**src/rtl/ram_bist_pkg.sv**
```systemverilog
// Shared types and March C- element descriptors for the RAM BIST.
package ram_bist_pkg;

  localparam int unsigned ADDR_W_DEF = 10;

  typedef enum logic [1:0] {IDLE, RUN, DONE} state_t;
  typedef enum logic [2:0] {E0, E1, E2, E3, E4, E5} elem_t;
  typedef enum logic {RD, WR} op_t;

  // Bit e describes element e: sweep down, two ops, first op is a read,
  // read polarity (1 = ~BG), write polarity (1 = ~BG).
  localparam logic [5:0] ELEM_DOWN   = 6'b01_1000;
  localparam logic [5:0] ELEM_TWO    = 6'b01_1110;
  localparam logic [5:0] ELEM_HAS_RD = 6'b11_1110;
  localparam logic [5:0] ELEM_RD_POL = 6'b01_0100;
  localparam logic [5:0] ELEM_WR_POL = 6'b00_1010;

  function automatic logic elem_down(elem_t e);
    return ELEM_DOWN[e];
  endfunction

  function automatic logic elem_two(elem_t e);
    return ELEM_TWO[e];
  endfunction

  function automatic op_t elem_op(elem_t e, logic ph);
    return (ph || !ELEM_HAS_RD[e]) ? WR : RD;
  endfunction

  function automatic logic elem_pol(elem_t e, logic ph);
    return (elem_op(e, ph) == RD) ? ELEM_RD_POL[e] : ELEM_WR_POL[e];
  endfunction

endpackage

```
**src/rtl/ram_bist_addr_gen.sv**
```systemverilog
// Loadable up/down address counter; o_last flags the final address of a sweep.
module ram_bist_addr_gen
  import ram_bist_pkg::*;
#(
  parameter int unsigned ADDR_W = ADDR_W_DEF
) (
  input  logic              clk,
  input  logic              rst,
  input  logic              i_load,
  input  logic              i_load_down,
  input  logic              i_step,
  input  logic              i_down,
  output logic [ADDR_W-1:0] o_addr,
  output logic              o_last
);

  logic [ADDR_W-1:0] r_addr;

  always_ff @(posedge clk) begin
    if (rst) begin
      r_addr <= '0;
    end else if (i_load) begin
      r_addr <= i_load_down ? '1 : '0;
    end else if (i_step) begin
      r_addr <= i_down ? r_addr - ADDR_W'(1) : r_addr + ADDR_W'(1);
    end
  end

  assign o_addr = r_addr;
  assign o_last = i_down ? (r_addr == '0) : (r_addr == '1);

endmodule

```
**src/rtl/ram_bist.sv**
```systemverilog
// March C- BIST initiator for a single-port RAM with first-failure capture.
// Define RAM_BIST_ERR_CNT_EN to run to completion and count mismatches.
module ram_bist
  import ram_bist_pkg::*;
#(
  parameter int unsigned       ADDR_W = ADDR_W_DEF,
  parameter int unsigned       DATA_W = 8,
  parameter logic [DATA_W-1:0] BG     = '0
) (
  input  logic              clk,
  input  logic              rst,
  input  logic              i_start,
  output logic              o_busy,
  output logic              o_done,
  output logic              o_pass,
  output logic [ADDR_W-1:0] o_fail_addr,
  output logic [DATA_W-1:0] o_fail_exp,
  output logic [DATA_W-1:0] o_fail_got,
  output logic [15:0]       o_err_count,
  output logic              o_ram_wr,
  output logic [ADDR_W-1:0] o_ram_addr,
  output logic [DATA_W-1:0] o_ram_wdata,
  input  logic [DATA_W-1:0] i_ram_rdata
);

  state_t            r_state;
  elem_t             r_elem;
  logic              r_phase;
  logic              r_seen;
  logic              r_busy, r_done, r_pass, r_ram_wr;
  logic [ADDR_W-1:0] r_fail_addr;
  logic [DATA_W-1:0] r_fail_exp, r_fail_got, r_ram_wdata;

  logic [ADDR_W-1:0] w_addr;
  logic              w_last, w_run, w_mismatch, w_abort;
  logic              w_op_last, w_elem_end, w_test_end;
  logic              w_load, w_load_down, w_step;
  logic [DATA_W-1:0] w_exp, w_nxt_val;
  elem_t             w_nxt_elem;
  logic              w_nxt_phase;
  op_t               w_nxt_op;

  assign w_run      = (r_state == RUN);
  assign w_exp      = elem_pol(r_elem, r_phase) ? ~BG : BG;
  assign w_mismatch = w_run && (elem_op(r_elem, r_phase) == RD) && (i_ram_rdata != w_exp);
  assign w_op_last  = !elem_two(r_elem) || r_phase;
  assign w_elem_end = w_op_last && w_last;
  assign w_test_end = w_elem_end && (r_elem == E5);
`ifdef RAM_BIST_ERR_CNT_EN
  assign w_abort = 1'b0;
`else
  assign w_abort = w_mismatch;
`endif

  always_comb begin
    w_nxt_elem  = r_elem;
    w_nxt_phase = 1'b0;
    if (!w_op_last) begin
      w_nxt_phase = 1'b1;
    end else if (w_last && (r_elem != E5)) begin
      w_nxt_elem = elem_t'(r_elem + 3'd1);
    end
  end

  assign w_nxt_op  = elem_op(w_nxt_elem, w_nxt_phase);
  assign w_nxt_val = elem_pol(w_nxt_elem, w_nxt_phase) ? ~BG : BG;

  // Outside RUN, and at the end of a test, the counter is parked at 0.
  assign w_load      = !w_run || w_elem_end || w_abort;
  assign w_load_down = w_run && !w_test_end && !w_abort && elem_down(w_nxt_elem);
  assign w_step      = w_run && w_op_last && !w_last && !w_abort;

  ram_bist_addr_gen #(
    .ADDR_W (ADDR_W)
  ) u_addr_gen (
    .clk         (clk),
    .rst         (rst),
    .i_load      (w_load),
    .i_load_down (w_load_down),
    .i_step      (w_step),
    .i_down      (elem_down(r_elem)),
    .o_addr      (w_addr),
    .o_last      (w_last)
  );

`ifdef RAM_BIST_ERR_CNT_EN
  logic [15:0] r_err_count;

  always_ff @(posedge clk) begin
    if (rst || (r_state == IDLE && i_start)) begin
      r_err_count <= '0;
    end else if (w_mismatch && (r_err_count != 16'hFFFF)) begin
      r_err_count <= r_err_count + 16'd1;
    end
  end

  assign o_err_count = r_err_count;
`else
  assign o_err_count = '0;
`endif

  always_ff @(posedge clk) begin
    if (rst) begin
      r_state     <= IDLE;
      r_elem      <= E0;
      r_phase     <= 1'b0;
      r_seen      <= 1'b0;
      r_busy      <= 1'b0;
      r_done      <= 1'b0;
      r_pass      <= 1'b0;
      r_fail_addr <= '0;
      r_fail_exp  <= '0;
      r_fail_got  <= '0;
      r_ram_wr    <= 1'b0;
      r_ram_wdata <= '0;
    end else begin
      r_done <= 1'b0;
      case (r_state)
        IDLE: begin
          if (i_start) begin
            r_state     <= RUN;
            r_elem      <= E0;
            r_phase     <= 1'b0;
            r_seen      <= 1'b0;
            r_busy      <= 1'b1;
            r_pass      <= 1'b0;
            r_fail_addr <= '0;
            r_fail_exp  <= '0;
            r_fail_got  <= '0;
            r_ram_wr    <= 1'b1;
            r_ram_wdata <= BG;
          end
        end
        RUN: begin
          if (w_mismatch) begin
            r_seen <= 1'b1;
            if (!r_seen) begin
              r_fail_addr <= w_addr;
              r_fail_exp  <= w_exp;
              r_fail_got  <= i_ram_rdata;
            end
          end
          if (w_test_end || w_abort) begin
            r_state     <= DONE;
            r_busy      <= 1'b0;
            r_done      <= 1'b1;
            r_pass      <= !(r_seen || w_mismatch);
            r_ram_wr    <= 1'b0;
            r_ram_wdata <= '0;
          end else begin
            r_elem      <= w_nxt_elem;
            r_phase     <= w_nxt_phase;
            r_ram_wr    <= (w_nxt_op == WR);
            r_ram_wdata <= (w_nxt_op == WR) ? w_nxt_val : '0;
          end
        end
        DONE: r_state <= IDLE;
        default: r_state <= IDLE;
      endcase
    end
  end

  assign o_busy      = r_busy;
  assign o_done      = r_done;
  assign o_pass      = r_pass;
  assign o_fail_addr = r_fail_addr;
  assign o_fail_exp  = r_fail_exp;
  assign o_fail_got  = r_fail_got;
  assign o_ram_wr    = r_ram_wr;
  assign o_ram_addr  = w_addr;
  assign o_ram_wdata = r_ram_wdata;

endmodule

```
**config.mk**
```make
export PLATFORM = sky130hd
export DESIGN_NAME = ram_bist
export DESIGN_NICKNAME = d
export VERILOG_FILES = /design/src/rtl/ram_bist_pkg.sv /design/src/rtl/ram_bist_addr_gen.sv /design/src/rtl/ram_bist.sv
export SDC_FILE = /design/constraint.sdc
export NUM_CORES = 1
export LEC_CHECK = 0
export CAP_MARGIN = 20
export CORE_UTILIZATION = 35
export CTS_CLUSTER_DIAMETER = 50
export DETAILED_ROUTE_END_ITERATION = 8
export DONT_BUFFER_PORTS = 1
export PLACE_DENSITY = 0.47
export SETUP_SLACK_MARGIN = 0.02
export SLEW_MARGIN = 15
export SYNTH_ARGS = -nofsm -noshare
export SYNTH_HDL_FRONTEND = slang
export SYNTH_SLANG_ARGS = --single-unit
```
**constraint.sdc**
```tcl
create_clock -name clk -period 2.5 [get_ports clk]
set_input_delay 0.75 -clock clk [delete_from_list [all_inputs] [get_ports clk]]
set_output_delay 0.75 -clock clk [all_outputs]
set_load 0.05 [all_outputs]
```
==> results of run 1 <==
-- worst min path at each step --
stage	startpoint	endpoint	slack, ps	cells after the start
5_1_grt	rst	o_fail_got[0]	470	1
2_1_floorplan	r_seen	r_seen	490	2
6_report	o_fail_exp[6]	o_fail_exp[6]	480	2
3_3_place_gp	o_fail_exp[6]	o_fail_exp[6]	470	2
3_5_place_dp	o_fail_exp[6]	o_fail_exp[6]	470	2
4_1_cts	o_fail_exp[6]	o_fail_exp[6]	490	2
-- state kept, by name, indices dropped and copies added (netlist names), named ones only --
| register | cells |
|---|---|
| o_fail_addr | 10 |
| o_ram_wr | 1 |
| o_done | 1 |
| u_addr_gen.o_addr | 10 |
| r_seen | 1 |
| r_phase | 1 |
| o_fail_exp | 1 |
| o_busy | 1 |
| o_fail_got | 8 |
| r_elem | 3 |
| o_ram_wdata | 1 |
| o_pass | 1 |
| u_addr_gen.i_down | 1 |
| r_state | 2 |
-- kinds of logic (layout without fill, tap and decap cells) --
kind of cell | count (synthesis) | count (layout)
DFF | 46 | 46
muxes | 3 | 3
adders and majority gates | 11 | 11
and+or+nand+nor | 127 | 127
xor gates and xnor gates | 9 | 9
buffers and inverters | 56 | 43
AOI/OAI and AO/OA | 84 | 84
other | 1 | 16
-- power breakdown --
part / switching, W / internal [W] / total (W)
clock: 0.000284 / 0.000201 / 0.000485
sequential: 0.0000353 / 0.000740 / 0.000775
combinational: 0.000126 / 0.0000357 / 0.000162
total: 0.000445 / 0.000977 / 0.00142
-- stage by stage --
step                      TNS, ps  hold WS (ps)  instances  utilization (%)
after floorplan                 0           489        352                -
after global placement      -91.3           469        433             37.7
after detailed placement    -47.4           472        433             37.7
after CTS                       0           485        441             38.9
after global routing            0           472        441             38.9
final                           0           481        441             38.9
-- cells in the mapped netlist (6+ instances only) --
cell / instances / share of area [%]
nor2b_1: 6 / 1.4
buf_2: 8 / 1.4
clkbuf_1: 11 / 1.5
o21ai_0: 17 / 3.1
nand3_1: 22 / 4.0
buf_4: 30 / 8.1
inv_1: 7 / 0.95
nor2_1: 24 / 3.3
xor2_1: 6 / 1.9
a21oi_1: 28 / 5.1
nor4_1: 6 / 1.4
nand2_1: 33 / 4.5
ha_1: 10 / 4.5
o311a_1: 10 / 3.6
dfxtp_1: 46 / 33
nor3_1: 8 / 1.4
-- metal layers --
metal  part of all wire [%]  wire [um]  vias up
met4                    1.7        114        0
met5                      0          0        -
met1                     49       3370     1098
li1                       -          -     1174
met3                    5.5        377        9
met2                     44       3040       67
-- cell type report --
type / count / area share [%]
clock buffers: 5 / 2.30
repair buffers: 28 / 8.28
multi-input cells: 250 / 52.4
clock inverters: 3 / 0.753
inverters: 7 / 0.879
well taps: 102 / 4.27
flip-flops and latches: 46 / 31.1
-- critical path: cells and delay by family, from the launching register on --
kind            cells  cell delay (ps)
simple gates        3              710
compound gates      3              660
flops               1              510
mux                 1              300
-- layout by cell type, fill, tap and decap left out, types with 2 or more instances in the layout --
cell and instances:
a211oi_1 2, a21oi_1 28, a31o_2 2, a31oi_1 3
and2_1 2, buf_12 3, buf_4 25, clkbuf_8 5
conb_1 16, dfxtp_1 43, dfxtp_4 2, ha_1 10
inv_1 7, mux2_2 2, nand2_1 33, nand2b_1 5
nand3_1 22, nand3b_1 2, nand4_1 5, nor2_1 24
nor2b_1 6, nor3_1 8, nor4_1 6, o211ai_1 2
o21a_1 2, o21ai_0 17, o311a_1 10, o31ai_1 2
or3_1 2, xnor2_1 3, xor2_1 6
==> summary.txt, run 1 <==
STA
  • Fmax: around 440 MHz
  • Setup WS post-layout: approximately 250 ps
  • Fin. Hold Viols: 0
  • Clock skew: 11.0 ps
  • Slew @ Worst Pin: around 640 ps
  • Period Utilization, post-route: approximately nine tenths
  • Max transition margin: ~58%
  • Final Max Slew Viols: 0
  • Min Clock Period, post-route: approximately 2300 ps
  • RSZ-0062 raised after global routing: false
  • Endpoints failing setup: 0

Critical path
  • Worst-path cell chain: nand4_1 > nor4_1 > o211ai_1 > mux2_2 > o21ai_0 > a21oi_1 > nor3_1
  • Critical path fanouts, max: 8
  • Reg-to-Reg End: o_ram_wr
  • Crit Path Class: reg -> reg
  • Reg2reg start: u_addr_gen.o_addr[2]
  • CP Data Required Time: around 2700 ps
  • Crit path to: o_ram_wr
  • Slowest CP cell: dfxtp_1
  • Crit path DAT: roughly 2500 ps
  • Crit. End Element: register
  • CP startpoint kind: register
  • R2R depth: 7
  • R2R Setup Slk: around 250 ps
  • Max stage delay on crit path: between 500 and 600 ps
  • Beginning of the critical path: u_addr_gen.o_addr[2]

Route
  • DR iter-0 viols: 123
  • Drt wl/cell: between 15 and 20 um
  • # DRC: 0
  • Drt pass-1 iters: 4
  • Vias per std cell: 5.32
  • Via count: about 2,300
  • Post-route ant nets: 0
  • Final WL: between 6000 and 7000 um

Place
  • GPL Wtd Cong: around 0.85
  • Port bufs: 0
  • Placed cell area: roughly 2900 um2
  • Final HPWL from detailed placement: a little over 5000 um
  • DP Worst Slack: -16.0 ps

Logic synthesis
  • Synth Flop Type: dfxtp_1
  • Simple-gate area share of the yosys netlist: a little under a quarter
  • XOR/XNOR Fraction of Synth Area: 2.85%
  • Async SR Flop Fraction: 0%
  • EDFF count, synth: 0
  • Mux share of post-synthesis cell area: about 1.2%
  • Largest family of logic cells by synthesized area: simple AND/OR/NAND/NOR gates
  • Post-synth cell types: 60
  • Post-Syn Area per Cell: 8.21 um2
  • Synth Instances: ~340
  • Synth Cell Area: ~2800 um2
  • Seq cells post-synth: 46
  • Post-synthesis compound-gate area fraction: between 20 and 25%
  • Post-synthesis adder-cell area fraction: 5.25%
  • Synthesis Warnings: 0
  • Register area share after synthesis: ~33%

Floorplanning
  • # IOs: 75
  • Core area: ~7700 um2
  • Die Span Y: just over 90 um
  • Initial Util: about 36%
  • Row count: 32
  • Die area: between 8000 and 9000 um2
  • DIE WIDTH: 90.9 um

Final layout
  • Cell area after layout: ~3000 um2
  • Fill cells: about 810
  • Antenna cells: 0
  • Share of layout cells above drive strength 1: between 10% and 20%
  • Multi-input gate area: approximately 1600 um2
  • Synthesis-to-layout area growth: 8.14%
  • Nets: between 300 and 400
  • Seq. cell area: slightly above 900 um2

Power and ir drop
  • Peak VDD IR: 0.188 mV
  • Overall power: around 0.0014 W
  • Pwr Density: 476 nW/um2
  • P_leak: approximately 1.1 nW

Global route
  • Largest net degree at the start of global routing: 38
  • Vias in the first global route: around 2,200
  • M3 GR Usage: roughly 2.8%
  • Initial antenna violation count: 0
  • GRT Util Overall: 17.0%
  • Global route overflow: 0
  • Met1 global-route usage: between 20% and 30%
  • First-pass GRT wire length: between 10,000 and 15,000 um
  • Busiest grt layer: met2
  • Met2 usage: approximately a quarter

Min path
  • Worst hold path class: reg -> reg

CTS
  • CTS clk-pin slew, worst paths: 100 ps
  • TritonCTS clock tree: built
  • Later-pin clock latency in the skew report: between 300 and 400 ps
  • Clock Tree Buf Depth: 2
  • H-tree Lvls: 2
  • Clk sink count: 46
  • Hold Buf Count CTS: 0
  • CTS buffer count: 5
  • Root buffer cell: clkbuf_8
  • Gates resized, CTS repair: 0
  • Setup Fix Bufs, Post-CTS: 0

Status
  • Outcome: finished clean

Run
  • Number of max-cap violations: 0
Note: power is estimated with default switching activity, not from simulation.
==> run 2, diff against run 1 <==
==> constraint.sdc (replaced) <==
create_clock -name clk -period 2.7 [get_ports clk]
set_input_delay 0.81 -clock clk [delete_from_list [all_inputs] [get_ports clk]]
set_output_delay 0.81 -clock clk [all_outputs]
set_load 0.05 [all_outputs]
==> run 2 against run 1 <==
Sequential share of layout area grew 0.22 points. Cell area shrank 0.84%. Critical path depth grew 1. Largest cell class unchanged.
==> summary.txt, run 2 (synthesis gave the netlist of run 1 again) <==
Floorplanning
  • DIE WIDTH: 90.9 um (unchanged)
  • Row count: 32 (unchanged)
  • Die Span Y: 90.9 um (unchanged)
  • Die area: 8260 um2 (unchanged)
  • Core area: 7690 um2 (unchanged)
  • Initial Util: 36.0% (unchanged)
  • # IOs: 75 (unchanged)

Power and ir drop
  • Total net switching power: 0.000395 W (was 0.000445 W)
  • Internal: 0.000953 W (was 0.000977 W)
  • Fraction of power consumed by the clock network: 35.7% (was 34.1%)
  • P_leak: 1.10 nW (was 1.12 nW)
  • Gate power share: 11.1% (was 11.4%)
  • Pwr Density: 455 nW/um2 (was 476 nW/um2)
  • Sw frac: 29.3% (was 31.3%)
  • Peak VDD IR: 0.226 mV (was 0.188 mV)
  • Sequential group share of total power: 53.2% (was 54.5%)

Critical path
  • CP Data Required Time: 2890 ps (was 2730 ps)
  • Reg-to-Reg End: u_addr_gen.o_addr[9] (was o_ram_wr)
  • R2R depth: 8 (was 7)
  • Critical path fanouts, max: 8 (unchanged)
  • Reg2reg start: u_addr_gen.i_down (was u_addr_gen.o_addr[2])
  • Crit. End Element: register (unchanged)
  • R2R Setup Slk: 390 ps (was 250 ps)
  • Crit Path Class: reg -> reg (unchanged)
  • Crit path DAT: 2500 ps (was 2480 ps)
  • CP startpoint kind: register (unchanged)

Global route
  • Largest net degree at the start of global routing: 38 (unchanged)
  • Global route overflow: 0 (unchanged)
  • First-pass GRT wire length: 11,200 um (was 11,300 um)
  • GRT Util Overall: 16.7% (was 17.0%)
  • Initial antenna violation count: 0 (unchanged)
  • Vias in the first global route: 2,188 (was 2,194)

Route
  • Drt pass-1 iters: 4 (unchanged)
  • Drt wl/cell: 15.4 um (was 15.7 um)
  • # DRC: 0 (unchanged)
  • Final WL: 6710 um (was 6910 um)
  • Post-route ant nets: 0 (unchanged)
  • Via count: 2,300 (was 2,348)
  • DR iter-0 viols: 126 (was 123)
  • Vias per std cell: 5.28 (was 5.32)

STA
  • Clock skew: 11.0 ps (about the same)
  • Max transition margin: 57.3% (was 57.6%)
  • RSZ-0062 raised after global routing: false (unchanged)
  • Fin. Hold Viols: 0 (unchanged)
  • Period Utilization, post-route: 85.4% (was 90.1%)
  • Setup WS post-layout: 393 ps (was 248 ps)
  • Final Max Slew Viols: 0 (unchanged)
  • Slew @ Worst Pin: 640 ps (was 635 ps)
  • Min Clock Period, post-route: 2310 ps (was 2250 ps)
  • Fmax: 433 MHz (was 444 MHz)
  • Endpoints failing setup: 0 (unchanged)
  • Setup_tns: 0 ps (unchanged)

CTS
  • Root buffer cell: clkbuf_8 (unchanged)
  • CTS clk-pin slew, worst paths: 90 ps (was 100 ps)
  • Clk sink count: 46 (unchanged)
  • Later-pin clock latency in the skew report: 300 ps (was 310 ps)
  • Clock Tree Buf Depth: 2 (unchanged)
  • H-tree Lvls: 2 (unchanged)
  • Hold Buf Count CTS: 0 (unchanged)
  • Gates resized, CTS repair: 0 (unchanged)
  • CTS buffer count: 5 (unchanged)
  • TritonCTS clock tree: built (unchanged)
  • Setup Fix Bufs, Post-CTS: 0 (unchanged)

Final layout
  • Share of layout cells above drive strength 1: 14.4% (was 15.9%)
  • Most frequent cells in the layout: dfxtp_1, nand2_1, a21oi_1 (unchanged)
  • Antenna cells: 0 (unchanged)
  • Commonest non-fill, non-tap cell in the layout: dfxtp_1 (unchanged)
  • Synthesis-to-layout area growth: 7.24% (was 8.14%)
  • Nets: 355 (was 360)
  • Fill cells: 790 (was 807)

Status
  • Outcome: finished clean (unchanged)

Min path
  • Worst hold path class: reg -> reg (unchanged)
  • Hold path start: o_fail_exp[6] (unchanged)
  • Sink of the worst hold path: o_fail_exp[6] (unchanged)
  • Worst hold path stage count: 2 (unchanged)

Place
  • Port bufs: 0 (unchanged)
  • GPL Wtd Cong: 0.812 (was 0.846)
  • DP Worst Slack: 88.6 ps (was -16.0 ps)
  • Final HPWL from detailed placement: 4950 um (was 5090 um)

Run
  • Number of max-cap violations: 0 (unchanged)
==> run 2: layer usage <==
layer / global-route usage [%] / part of all wire, %
met1: 22.5 / 49
met2: 26.8 / 44
met3: 3.45 / 5.4
met4: 4.76 / 0.60
met5: 0 / 0
==> run 2: metrics by stage <==
step                      area (um2)  instances  hold WS [ps]  power (W)  util [%]
after CTS                       2970        436           487    0.00137      38.6
final                           2970        436           482    0.00135      38.6
after global placement          2860        428           470   0.000884      37.2
after global routing            2970        436           513    0.00141      38.6
after floorplan                 2820        352           489   0.000878         -
after detailed placement        2860        428           474   0.000885      37.2
==> run 2: critical path, stage by stage, from the launching register on <==
cell and delay (ps):
dfxtp_1 530, ha_1 290, a21o_1 200, a211oi_1 330, o21ai_0 190, a31o_2 260, a21oi_1 180, xnor2_1 140
a21oi_1 80
==> run 2: cell type report <==
cell class              instances  area, um2  share of cell area, %
inverters                       7       26.3                  0.886
flip-flops and latches         46        928                   31.3
multi-input cells             250       1570                   52.9
well taps                     102        128                   4.30
clock inverters                 1       8.76                  0.295
clock buffers                   7       96.3                   3.25
repair buffers                 23        210                   7.09
==> run 2: power by group through the flow <==
stage	clock network [W]	logic [W]	registers (W)
after floorplan	0	0.000142	0.000736
after global placement	0	0.000151	0.000734
after detailed placement	0	0.000151	0.000734
after CTS	0.000500	0.000152	0.000718
after global routing	0.000524	0.000163	0.000719
final	0.000481	0.000150	0.000717
==> run 2: how the worst max path moves through the flow <==
| stage | endpoint | slack, ps | start |
|---|---|---|---|
| 5_1_grt | o_ram_wr | 200 | u_addr_gen.o_addr[2] |
| 3_3_place_gp | register | 80 | i_ram_rdata[0] |
| 4_1_cts | u_addr_gen.o_addr[9] | 350 | u_addr_gen.i_down |
| 2_1_floorplan | u_addr_gen.i_down | 320 | i_ram_rdata[0] |
| 3_5_place_dp | register | 90 | i_ram_rdata[0] |
| 6_report | u_addr_gen.o_addr[9] | 390 | u_addr_gen.i_down |
